$ cat config.mk
export PLATFORM = sky130hd
export DESIGN_NAME = segre_hazard_unit_flat
export DESIGN_NICKNAME = d
export VERILOG_FILES = /design/src/rtl/segre_hazard_unit_pkg.sv /design/src/rtl/segre_hazard_unit_if.sv /design/src/rtl/segre_hazard_unit_scoreboard.sv /design/src/rtl/segre_hazard_unit.sv /design/src/flat_wrapper.sv
export SDC_FILE = /design/constraint.sdc
export NUM_CORES = 1
export LEC_CHECK = 0
export ABC_CLOCK_PERIOD_IN_PS = 8250
export BUFFER_PORTS_ARGS = -buffer_cell sky130_fd_sc_hd__buf_2
export CORE_MARGIN = 3
export CORE_UTILIZATION = 40
export CTS_CLUSTER_SIZE = 14
export DETAILED_ROUTE_END_ITERATION = 8
export SYNTH_ARGS = -nofsm -noshare
export SYNTH_HDL_FRONTEND = slang
export SYNTH_HIERARCHICAL = 1
export SYNTH_SLANG_ARGS = --single-unit
$ cat constraint.sdc
create_clock -name clk_i -period 8.25 [get_ports clk_i]
set_clock_uncertainty 0.1 [all_clocks]
set_input_delay 0 -clock clk_i [delete_from_list [all_inputs] [get_ports clk_i]]
set_output_delay 0 -clock clk_i [all_outputs]
set_load 0.02 [all_outputs]
$ cat src/rtl/segre_hazard_unit_pkg.sv
// Shared types and constants for the Segre hazard unit: forwarding select
// encoding and the stage indices of the forwarding network.
package segre_pkg;

  localparam int NUM_FWD_DEF = 3;
  localparam int FWD_SEL_W   = $clog2(NUM_FWD_DEF + 1);

  typedef logic [FWD_SEL_W-1:0] fwd_sel_t;

  localparam fwd_sel_t FWD_RF = FWD_SEL_W'(0);

  localparam int STG_EX  = 0;
  localparam int STG_MEM = 1;
  localparam int STG_WB  = 2;

endpackage

$ cat src/rtl/segre_hazard_unit_if.sv
// Pipeline-to-hazard-unit bundle: ID operands, downstream stage state,
// long-latency issue/complete and the resulting control outputs.
interface segre_hazard_unit_if
  import segre_pkg::*;
#(
  parameter int REG_SIZE = 5,
  parameter int NUM_SRC  = 2,
  parameter int NUM_FWD  = NUM_FWD_DEF,
  parameter int CNT_W    = 32
);
  localparam int FSW = $clog2(NUM_FWD + 1);

  logic                        ic_hit_i;
  logic                        valid_if_i;
  logic                        valid_id_i;
  logic [NUM_SRC*REG_SIZE-1:0] src_id_i;
  logic [NUM_SRC-1:0]          src_used_id_i;
  logic [NUM_FWD-1:0]          valid_stg_i;
  logic [NUM_FWD-1:0]          we_stg_i;
  logic [NUM_FWD*REG_SIZE-1:0] dst_stg_i;
  logic [NUM_FWD-1:0]          rdy_stg_i;
  logic                        issue_long_i;
  logic [REG_SIZE-1:0]         issue_dst_i;
  logic                        complete_long_i;
  logic [REG_SIZE-1:0]         complete_dst_i;
  logic                        branch_taken_i;
  logic                        block_if_o;
  logic                        block_id_o;
  logic                        inject_nops_id_o;
  logic                        inject_nops_ex_o;
  logic [NUM_SRC*FSW-1:0]      fwd_sel_o;
  logic                        issue_ok_o;
  logic [CNT_W-1:0]            stall_cnt_o;
  logic [CNT_W-1:0]            miss_cnt_o;

  modport master (
    output ic_hit_i, valid_if_i, valid_id_i, src_id_i, src_used_id_i,
           valid_stg_i, we_stg_i, dst_stg_i, rdy_stg_i, issue_long_i,
           issue_dst_i, complete_long_i, complete_dst_i, branch_taken_i,
    input  block_if_o, block_id_o, inject_nops_id_o, inject_nops_ex_o,
           fwd_sel_o, issue_ok_o, stall_cnt_o, miss_cnt_o
  );

  modport slave (
    input  ic_hit_i, valid_if_i, valid_id_i, src_id_i, src_used_id_i,
           valid_stg_i, we_stg_i, dst_stg_i, rdy_stg_i, issue_long_i,
           issue_dst_i, complete_long_i, complete_dst_i, branch_taken_i,
    output block_if_o, block_id_o, inject_nops_id_o, inject_nops_ex_o,
           fwd_sel_o, issue_ok_o, stall_cnt_o, miss_cnt_o
  );

endinterface

$ cat src/rtl/segre_hazard_unit_scoreboard.sv
// Pending-write scoreboard for long-latency ops: one bit per register,
// clear on completion then set on issue, with combinational lookups.
module segre_scoreboard
  import segre_pkg::*;
#(
  parameter int REG_SIZE = 5,
  parameter int NUM_REGS = 32,
  parameter int NUM_LK   = 3
) (
  input  logic                       clk_i,
  input  logic                       rst_i,
  input  logic                       set_en,
  input  logic [REG_SIZE-1:0]        set_dst,
  input  logic                       clr_en,
  input  logic [REG_SIZE-1:0]        clr_dst,
  input  logic [NUM_LK*REG_SIZE-1:0] lk_addr,
  output logic [NUM_LK-1:0]          lk_pend
);

  logic [NUM_REGS-1:0] pending_r;
  logic [NUM_REGS-1:0] pend_nxt_s;

  // Next pending vector: set is applied after clear so it wins on a collision.
  always_comb begin
    pend_nxt_s = pending_r;
    if (clr_en && (clr_dst != {REG_SIZE{1'b0}})) begin
      pend_nxt_s[clr_dst] = 1'b0;
    end else begin
      pend_nxt_s = pend_nxt_s;
    end
    if (set_en && (set_dst != {REG_SIZE{1'b0}})) begin
      pend_nxt_s[set_dst] = 1'b1;
    end else begin
      pend_nxt_s = pend_nxt_s;
    end
  end

  // Pending bit state register.
  always_ff @(posedge clk_i or posedge rst_i) begin
    if (rst_i) begin
      pending_r <= {NUM_REGS{1'b0}};
    end else begin
      pending_r <= pend_nxt_s;
    end
  end

  // Per-port lookup of the registered state.
  always_comb begin
    lk_pend = {NUM_LK{1'b0}};
    for (int i = 0; i < NUM_LK; i++) begin
      lk_pend[i] = pending_r[lk_addr[i*REG_SIZE +: REG_SIZE]];
    end
  end

endmodule

$ cat src/rtl/segre_hazard_unit.sv
// Segre IF/ID hazard controller: RAW detection with forwarding selection,
// long-latency scoreboard, branch flush and saturating perf counters.
module segre_hazard_unit
  import segre_pkg::*;
#(
  parameter int REG_SIZE = 5,
  parameter int NUM_REGS = 32,
  parameter int NUM_SRC  = 2,
  parameter int NUM_FWD  = NUM_FWD_DEF,
  parameter int CNT_W    = 32
) (
  input logic              clk_i,
  input logic              rst_i,
  segre_hazard_unit_if.slave bus
);

  localparam int FSW = $clog2(NUM_FWD + 1);
  localparam int LKN = NUM_SRC + 1;

  logic [LKN*REG_SIZE-1:0] lk_addr_s;
  logic [LKN-1:0]          lk_pend_s;
  logic [NUM_SRC*FSW-1:0]  fwd_sel_s;
  logic                    src_stall_s;
  logic                    waw_s;
  logic                    data_stall_s;
  logic                    ic_miss_s;
  logic                    flush_s;
  logic                    block_id_s;
  logic                    issue_ok_s;
  logic [CNT_W-1:0]        stall_cnt_r;
  logic [CNT_W-1:0]        miss_cnt_r;

  // Scoreboard lookups: all ID sources, plus the long-op destination for WAW.
  always_comb begin
    lk_addr_s = {LKN*REG_SIZE{1'b0}};
    lk_addr_s[NUM_SRC*REG_SIZE-1:0] = bus.src_id_i;
    lk_addr_s[NUM_SRC*REG_SIZE +: REG_SIZE] = bus.issue_dst_i;
  end

  segre_scoreboard #(
    .REG_SIZE (REG_SIZE),
    .NUM_REGS (NUM_REGS),
    .NUM_LK   (LKN)
  ) u_scoreboard (
    .clk_i   (clk_i),
    .rst_i   (rst_i),
    .set_en  (issue_ok_s),
    .set_dst (bus.issue_dst_i),
    .clr_en  (bus.complete_long_i),
    .clr_dst (bus.complete_dst_i),
    .lk_addr (lk_addr_s),
    .lk_pend (lk_pend_s)
  );

  // Per-source RAW check; stages scanned oldest-first so the youngest match wins.
  always_comb begin
    logic [REG_SIZE-1:0] src_v;
    logic                hit_v;
    logic                hit_rdy_v;
    logic [FSW-1:0]      sel_v;
    logic                cover_v;
    fwd_sel_s   = {NUM_SRC*FSW{1'b0}};
    src_stall_s = 1'b0;
    for (int s = 0; s < NUM_SRC; s++) begin
      src_v     = bus.src_id_i[s*REG_SIZE +: REG_SIZE];
      hit_v     = 1'b0;
      hit_rdy_v = 1'b0;
      sel_v     = {FSW{1'b0}};
      for (int k = NUM_FWD - 1; k >= 0; k--) begin
        if (bus.valid_stg_i[k] && bus.we_stg_i[k] &&
            (bus.dst_stg_i[k*REG_SIZE +: REG_SIZE] == src_v)) begin
          hit_v     = 1'b1;
          hit_rdy_v = bus.rdy_stg_i[k];
          sel_v     = FSW'(k + 1);
        end else begin
          hit_v     = hit_v;
        end
      end
      cover_v = bus.complete_long_i && (bus.complete_dst_i == src_v);
      if (bus.src_used_id_i[s] && (src_v != {REG_SIZE{1'b0}})) begin
        fwd_sel_s[s*FSW +: FSW] = sel_v;
        if ((hit_v && !hit_rdy_v) || (lk_pend_s[s] && !cover_v)) begin
          src_stall_s = 1'b1;
        end else begin
          src_stall_s = src_stall_s;
        end
      end else begin
        fwd_sel_s[s*FSW +: FSW] = {FSW{1'b0}};
      end
    end
  end

  assign waw_s = bus.issue_long_i && lk_pend_s[NUM_SRC] &&
                 !(bus.complete_long_i && (bus.complete_dst_i == bus.issue_dst_i));
  assign data_stall_s = bus.valid_id_i && (src_stall_s || waw_s);
  assign ic_miss_s    = bus.valid_if_i && !bus.ic_hit_i;
  assign flush_s      = bus.branch_taken_i;
  assign block_id_s   = data_stall_s && !flush_s;
  assign issue_ok_s   = bus.issue_long_i && bus.valid_id_i && !data_stall_s && !flush_s &&
                        (bus.issue_dst_i != {REG_SIZE{1'b0}});

  // A taken branch redirects fetch, so it also drops the data-stall hold on IF.
  assign bus.block_if_o       = block_id_s || ic_miss_s;
  assign bus.block_id_o       = block_id_s;
  assign bus.inject_nops_id_o = ic_miss_s || flush_s;
  assign bus.inject_nops_ex_o = data_stall_s || flush_s;
  assign bus.fwd_sel_o        = fwd_sel_s;
  assign bus.issue_ok_o       = issue_ok_s;
  assign bus.stall_cnt_o      = stall_cnt_r;
  assign bus.miss_cnt_o       = miss_cnt_r;

  // Saturating stall and I$ miss counters.
  always_ff @(posedge clk_i or posedge rst_i) begin
    if (rst_i) begin
      stall_cnt_r <= {CNT_W{1'b0}};
      miss_cnt_r  <= {CNT_W{1'b0}};
    end else begin
      if (block_id_s && (stall_cnt_r != {CNT_W{1'b1}})) begin
        stall_cnt_r <= stall_cnt_r + CNT_W'(1);
      end
      if (ic_miss_s && (miss_cnt_r != {CNT_W{1'b1}})) begin
        miss_cnt_r <= miss_cnt_r + CNT_W'(1);
      end
    end
  end

endmodule

$ cat src/flat_wrapper.sv
// flat-port wrapper written by rule: the top's interface ports become plain ports
module segre_hazard_unit_flat import segre_pkg::*;
#(
  parameter int REG_SIZE = 5,
  parameter int NUM_REGS = 32,
  parameter int NUM_SRC  = 2,
  parameter int NUM_FWD  = NUM_FWD_DEF,
  parameter int CNT_W    = 32
)
  (clk_i, rst_i, bus_ic_hit_i, bus_valid_if_i, bus_valid_id_i, bus_src_id_i, bus_src_used_id_i, bus_valid_stg_i, bus_we_stg_i, bus_dst_stg_i, bus_rdy_stg_i, bus_issue_long_i, bus_issue_dst_i, bus_complete_long_i, bus_complete_dst_i, bus_branch_taken_i, bus_block_if_o, bus_block_id_o, bus_inject_nops_id_o, bus_inject_nops_ex_o, bus_fwd_sel_o, bus_issue_ok_o, bus_stall_cnt_o, bus_miss_cnt_o);
  segre_hazard_unit_if #(.REG_SIZE(REG_SIZE), .NUM_SRC(NUM_SRC), .NUM_FWD(NUM_FWD), .CNT_W(CNT_W)) bus_i ();
  input logic clk_i;
  input logic rst_i;
  input wire logic [$bits(bus_i.ic_hit_i)-1:0] bus_ic_hit_i;
  input wire logic [$bits(bus_i.valid_if_i)-1:0] bus_valid_if_i;
  input wire logic [$bits(bus_i.valid_id_i)-1:0] bus_valid_id_i;
  input wire logic [$bits(bus_i.src_id_i)-1:0] bus_src_id_i;
  input wire logic [$bits(bus_i.src_used_id_i)-1:0] bus_src_used_id_i;
  input wire logic [$bits(bus_i.valid_stg_i)-1:0] bus_valid_stg_i;
  input wire logic [$bits(bus_i.we_stg_i)-1:0] bus_we_stg_i;
  input wire logic [$bits(bus_i.dst_stg_i)-1:0] bus_dst_stg_i;
  input wire logic [$bits(bus_i.rdy_stg_i)-1:0] bus_rdy_stg_i;
  input wire logic [$bits(bus_i.issue_long_i)-1:0] bus_issue_long_i;
  input wire logic [$bits(bus_i.issue_dst_i)-1:0] bus_issue_dst_i;
  input wire logic [$bits(bus_i.complete_long_i)-1:0] bus_complete_long_i;
  input wire logic [$bits(bus_i.complete_dst_i)-1:0] bus_complete_dst_i;
  input wire logic [$bits(bus_i.branch_taken_i)-1:0] bus_branch_taken_i;
  output wire logic [$bits(bus_i.block_if_o)-1:0] bus_block_if_o;
  output wire logic [$bits(bus_i.block_id_o)-1:0] bus_block_id_o;
  output wire logic [$bits(bus_i.inject_nops_id_o)-1:0] bus_inject_nops_id_o;
  output wire logic [$bits(bus_i.inject_nops_ex_o)-1:0] bus_inject_nops_ex_o;
  output wire logic [$bits(bus_i.fwd_sel_o)-1:0] bus_fwd_sel_o;
  output wire logic [$bits(bus_i.issue_ok_o)-1:0] bus_issue_ok_o;
  output wire logic [$bits(bus_i.stall_cnt_o)-1:0] bus_stall_cnt_o;
  output wire logic [$bits(bus_i.miss_cnt_o)-1:0] bus_miss_cnt_o;
  assign bus_i.ic_hit_i = bus_ic_hit_i;
  assign bus_i.valid_if_i = bus_valid_if_i;
  assign bus_i.valid_id_i = bus_valid_id_i;
  assign bus_i.src_id_i = bus_src_id_i;
  assign bus_i.src_used_id_i = bus_src_used_id_i;
  assign bus_i.valid_stg_i = bus_valid_stg_i;
  assign bus_i.we_stg_i = bus_we_stg_i;
  assign bus_i.dst_stg_i = bus_dst_stg_i;
  assign bus_i.rdy_stg_i = bus_rdy_stg_i;
  assign bus_i.issue_long_i = bus_issue_long_i;
  assign bus_i.issue_dst_i = bus_issue_dst_i;
  assign bus_i.complete_long_i = bus_complete_long_i;
  assign bus_i.complete_dst_i = bus_complete_dst_i;
  assign bus_i.branch_taken_i = bus_branch_taken_i;
  assign bus_block_if_o = bus_i.block_if_o;
  assign bus_block_id_o = bus_i.block_id_o;
  assign bus_inject_nops_id_o = bus_i.inject_nops_id_o;
  assign bus_inject_nops_ex_o = bus_i.inject_nops_ex_o;
  assign bus_fwd_sel_o = bus_i.fwd_sel_o;
  assign bus_issue_ok_o = bus_i.issue_ok_o;
  assign bus_stall_cnt_o = bus_i.stall_cnt_o;
  assign bus_miss_cnt_o = bus_i.miss_cnt_o;
  segre_hazard_unit #(.REG_SIZE(REG_SIZE), .NUM_REGS(NUM_REGS), .NUM_SRC(NUM_SRC), .NUM_FWD(NUM_FWD), .CNT_W(CNT_W)) u_core (.clk_i(clk_i), .rst_i(rst_i), .bus(bus_i));
endmodule
==> key figures <==
Critical path
  • R2R cell count: 14
  • Reg2Reg Capture Point: u_core/u_scoreboard/pending_r[15]$_DFF_PP0_
  • Crit path kind: reg2reg
  • Crit path from: u_core/u_scoreboard/pending_r[23]$_DFF_PP0_
  • Max FO, Critical Path: 34
  • Crit start category: flip-flop
  • Critical path capture point type: flip-flop
  • Required time worst endpoint: 8.38 ns
  • Reg2reg start: u_core/u_scoreboard/pending_r[23]$_DFF_PP0_
  • Worst R2R Setup Slack: around 4.9 ns
  • Crit path DAT: 3.48 ns

Hold path
  • Hold Path Origin: bus_valid_if_i
  • Hold path depth: 4
  • Hold EP: u_core/bus.miss_cnt_o[0]$_DFFE_PP0P_
  • Hold Path Class: in2reg

Synth
  • Mean area per synthesized cell: 9.44 sq um
  • Warning count from the yosys run: 6
  • Netlist cell types: 57
  • Post-synth EDFFs: 0
  • Flops & latches, synth: 96
  • Synth top cells by count: dfrtp_1, xnor2_1, o21ai_0, nand2_1, nand3_1
  • Post-synth top area share: 39.4%
  • Synth area leaders: dfrtp_1, xnor2_1, mux2i_1
  • Leading area contributor after synthesis: dfrtp_1
  • Ys async rst share: 100%
  • Count leader, synth: dfrtp_1
  • Post-Synthesis Cell Area: 0.00610 sq mm
  • Prevailing post-synth register cell: dfrtp_1
  • Post-Synthesis Cells: between 600 and 700
  • Sequential share of the synthesized area: 39.4%
  • Mapped Nets: 702

Timing
  • Slew Limit Fails: 0
  • Worst rel slew slack: 19.7%
  • RSZ-0062 raised after global routing: false
  • Tightest Pin Transition: 1.20 ns
  • Final hold violations: 0
  • Final worst slack: 4.90 ns
  • Final worst path period share: about two fifths
  • Setup violations, final: 0
  • Hold WS: 0.0259 ns
  • Fmax: 299 MHz
  • Setup TNS: 0 ns
  • Tmin final: between 3 and 4 ns

Clocking
  • Clk Latency, worst-skew pair: 0.34 ns
  • CTS sink count: 96
  • Longest Clk Path Bufs: 2
  • Setup bufs post-CTS: 0
  • TritonCTS Buffers: 9
  • CTS tree: done
  • Htree depth: 3
  • Hold Buf Count CTS: 4
  • Root Buffer: clkbuf_16
  • CTS resizes: 0
  • Clk slew on worst S/H paths: 0.07 ns

Pwr
  • PD cells: approximately 180 mW/mm^2
  • VDD IR max: 0.127 mV
  • Leakage Power: 3.28 nW

Route
  • Vias: 5,481
  • Initial DRC count: between 300 and 400
  • ANT nets after route: 0
  • WL/cell: 18.3 microns
  • DR DRC count: 0
  • First-pass iteration count of the detailed router: 5
  • DRT Wirelength: 17,400 microns
  • Vias/cell: 5.75

Layout
  • Final net count: 822
  • Layout fillers: around 1,400
  • Final Non-Filler Cells: around 950
  • Sequential cell area: 0.00240 sq mm
  • Area Growth Syn to Fin: 17.7%
  • Antenna cells: 0
  • Area of the multi-input gates: ~0.0035 sq mm
  • Ratio of cells with drive above 1 in the final layout: 21.4%
  • Fin area: 0.00718 sq mm

Placed design
  • Gp weighted congestion: roughly 0.9
  • Post-DP HPWL: 12,800 microns
  • Place WS: 4.85 ns
  • # placed instances: ~940
  • Port buffer count: 126
  • DP Area: ~0.0068 sq mm

Floorplan
  • Die area: between 0.015 and 0.02 sq mm
  • Die width: 129 microns
  • Placeable Area: 0.0147 sq mm
  • Initial Util: about two fifths
  • # rows: 44
  • IO Pins: ~130
  • Die Height: between 100 and 150 microns

GRT
  • Initial antenna violation count: 0
  • Largest net degree at the start of global routing: 50
  • Gr ovfl total: 0
  • Gr usage total: 20.5%
  • First-pass GRT wire length: 27,600 microns
  • Vias in the first global route: 5,341

Flow run
  • Max-cap violations: 0

Outcome
  • Outcome: finished clean
-- report_power, final --
| part | switching, W | internal, W | leakage (nW) |
|---|---|---|---|
| registers | 0.0000542 | 0.000510 | 1.30 |
| clock network | 0.000171 | 0.000272 | 0.155 |
| logic | 0.000160 | 0.000103 | 1.83 |
-- stage by stage --
stage	utilization (%)	power, W
CTS	48.8	0.00128
detailed placement	46.4	0.000833
global placement	46.4	0.000824
global route	48.8	0.00134
finish	48.8	0.00127
floorplan	-	0.000735
-- layer usage --
metal	vias to the layer above	GRT usage [%]	share of wire (%)
met5	-	0	0
met4	0	6.48	1.6
met3	24	4.78	8.6
met2	242	32.5	46
met1	2670	28.0	44
li1	2545	-	-
-- placed cells by master, fill, tap and decap left out, types with 3 or more instances in the layout --
cell / netlist / final
a211oi_1: 3 / 3
a21oi_1: 11 / 11
a22oi_1: 12 / 12
a311o_1: 3 / 3
and2_1: 9 / 9
and2b_1: 3 / 3
and3_1: 16 / 16
and4_1: 4 / 4
buf_2: 4 / 126
buf_4: 1 / 4
clkbuf_16: 0 / 9
dfrtp_1: 96 / 96
dlygate4sd3_1: 0 / 4
inv_1: 5 / 4
mux2i_1: 48 / 48
nand2_1: 58 / 58
nand2b_1: 8 / 8
nand3_1: 50 / 50
nand3b_1: 6 / 6
nand4_1: 25 / 25
nand4b_1: 3 / 3
nor2_1: 22 / 22
nor2b_1: 9 / 9
nor3_1: 10 / 10
nor4_1: 8 / 8
o21ai_0: 66 / 66
or4_1: 3 / 3
xnor2_1: 78 / 78
xor2_1: 29 / 29
-- flip-flops by register name, indices dropped and copies added, names as in the netlist --
name	flops
u_core/bus.stall_cnt_o	32
u_core/u_scoreboard/pending_r	32
u_core/bus.miss_cnt_o	32
-- cell type report --
| type | count | area share (%) |
|---|---|---|
| Inverter | 6 | 0.314 |
| Tap cell | 184 | 3.21 |
| Clock buffer | 10 | 3.33 |
| Sequential cell | 96 | 33.5 |
| Clock inverter | 5 | 1.13 |
| Timing Repair Buffer | 134 | 9.76 |
| Multi-Input combinational cell | 519 | 48.8 |
-- cell families after synthesis --
family	synth area share, %
XOR/XNOR	15.4
flip-flops	39.4
buffers and inverters	3.22
AND/OR/NAND/NOR	22.8
adder cells (fa/ha/maj)	0.410
AO/OA/AOI/OAI	10.6
multiplexers	8.25
-- worst max-delay path: stages (launching register included) --
cell	delay (ns)
dfrtp_1	0.44
mux2i_1	0.17
a22oi_1	0.08
nand4b_1	0.10
a21oi_1	0.06
a311o_1	0.35
o21ai_0	0.07
o21ai_0	0.13
a221oi_2	0.30
o211ai_2	0.11
buf_4	0.25
nor2_1	0.35
nor2b_1	0.32
nand3_1	0.17
o21ai_0	0.24
-- worst max-delay path by stage --
stage	end	slack, ns	cells after the start
floorplan	u_core/u_scoreboard/pending_r[12]$_DFF_PP0_	5.23	14
global placement	u_core/u_scoreboard/pending_r[15]$_DFF_PP0_	4.95	15
detailed placement	u_core/u_scoreboard/pending_r[15]$_DFF_PP0_	4.85	15
CTS	u_core/u_scoreboard/pending_r[15]$_DFF_PP0_	4.99	14
global route	u_core/u_scoreboard/pending_r[7]$_DFF_PP0_	4.70	14
finish	u_core/u_scoreboard/pending_r[15]$_DFF_PP0_	4.90	14
(Power assumes the default switching activity.)
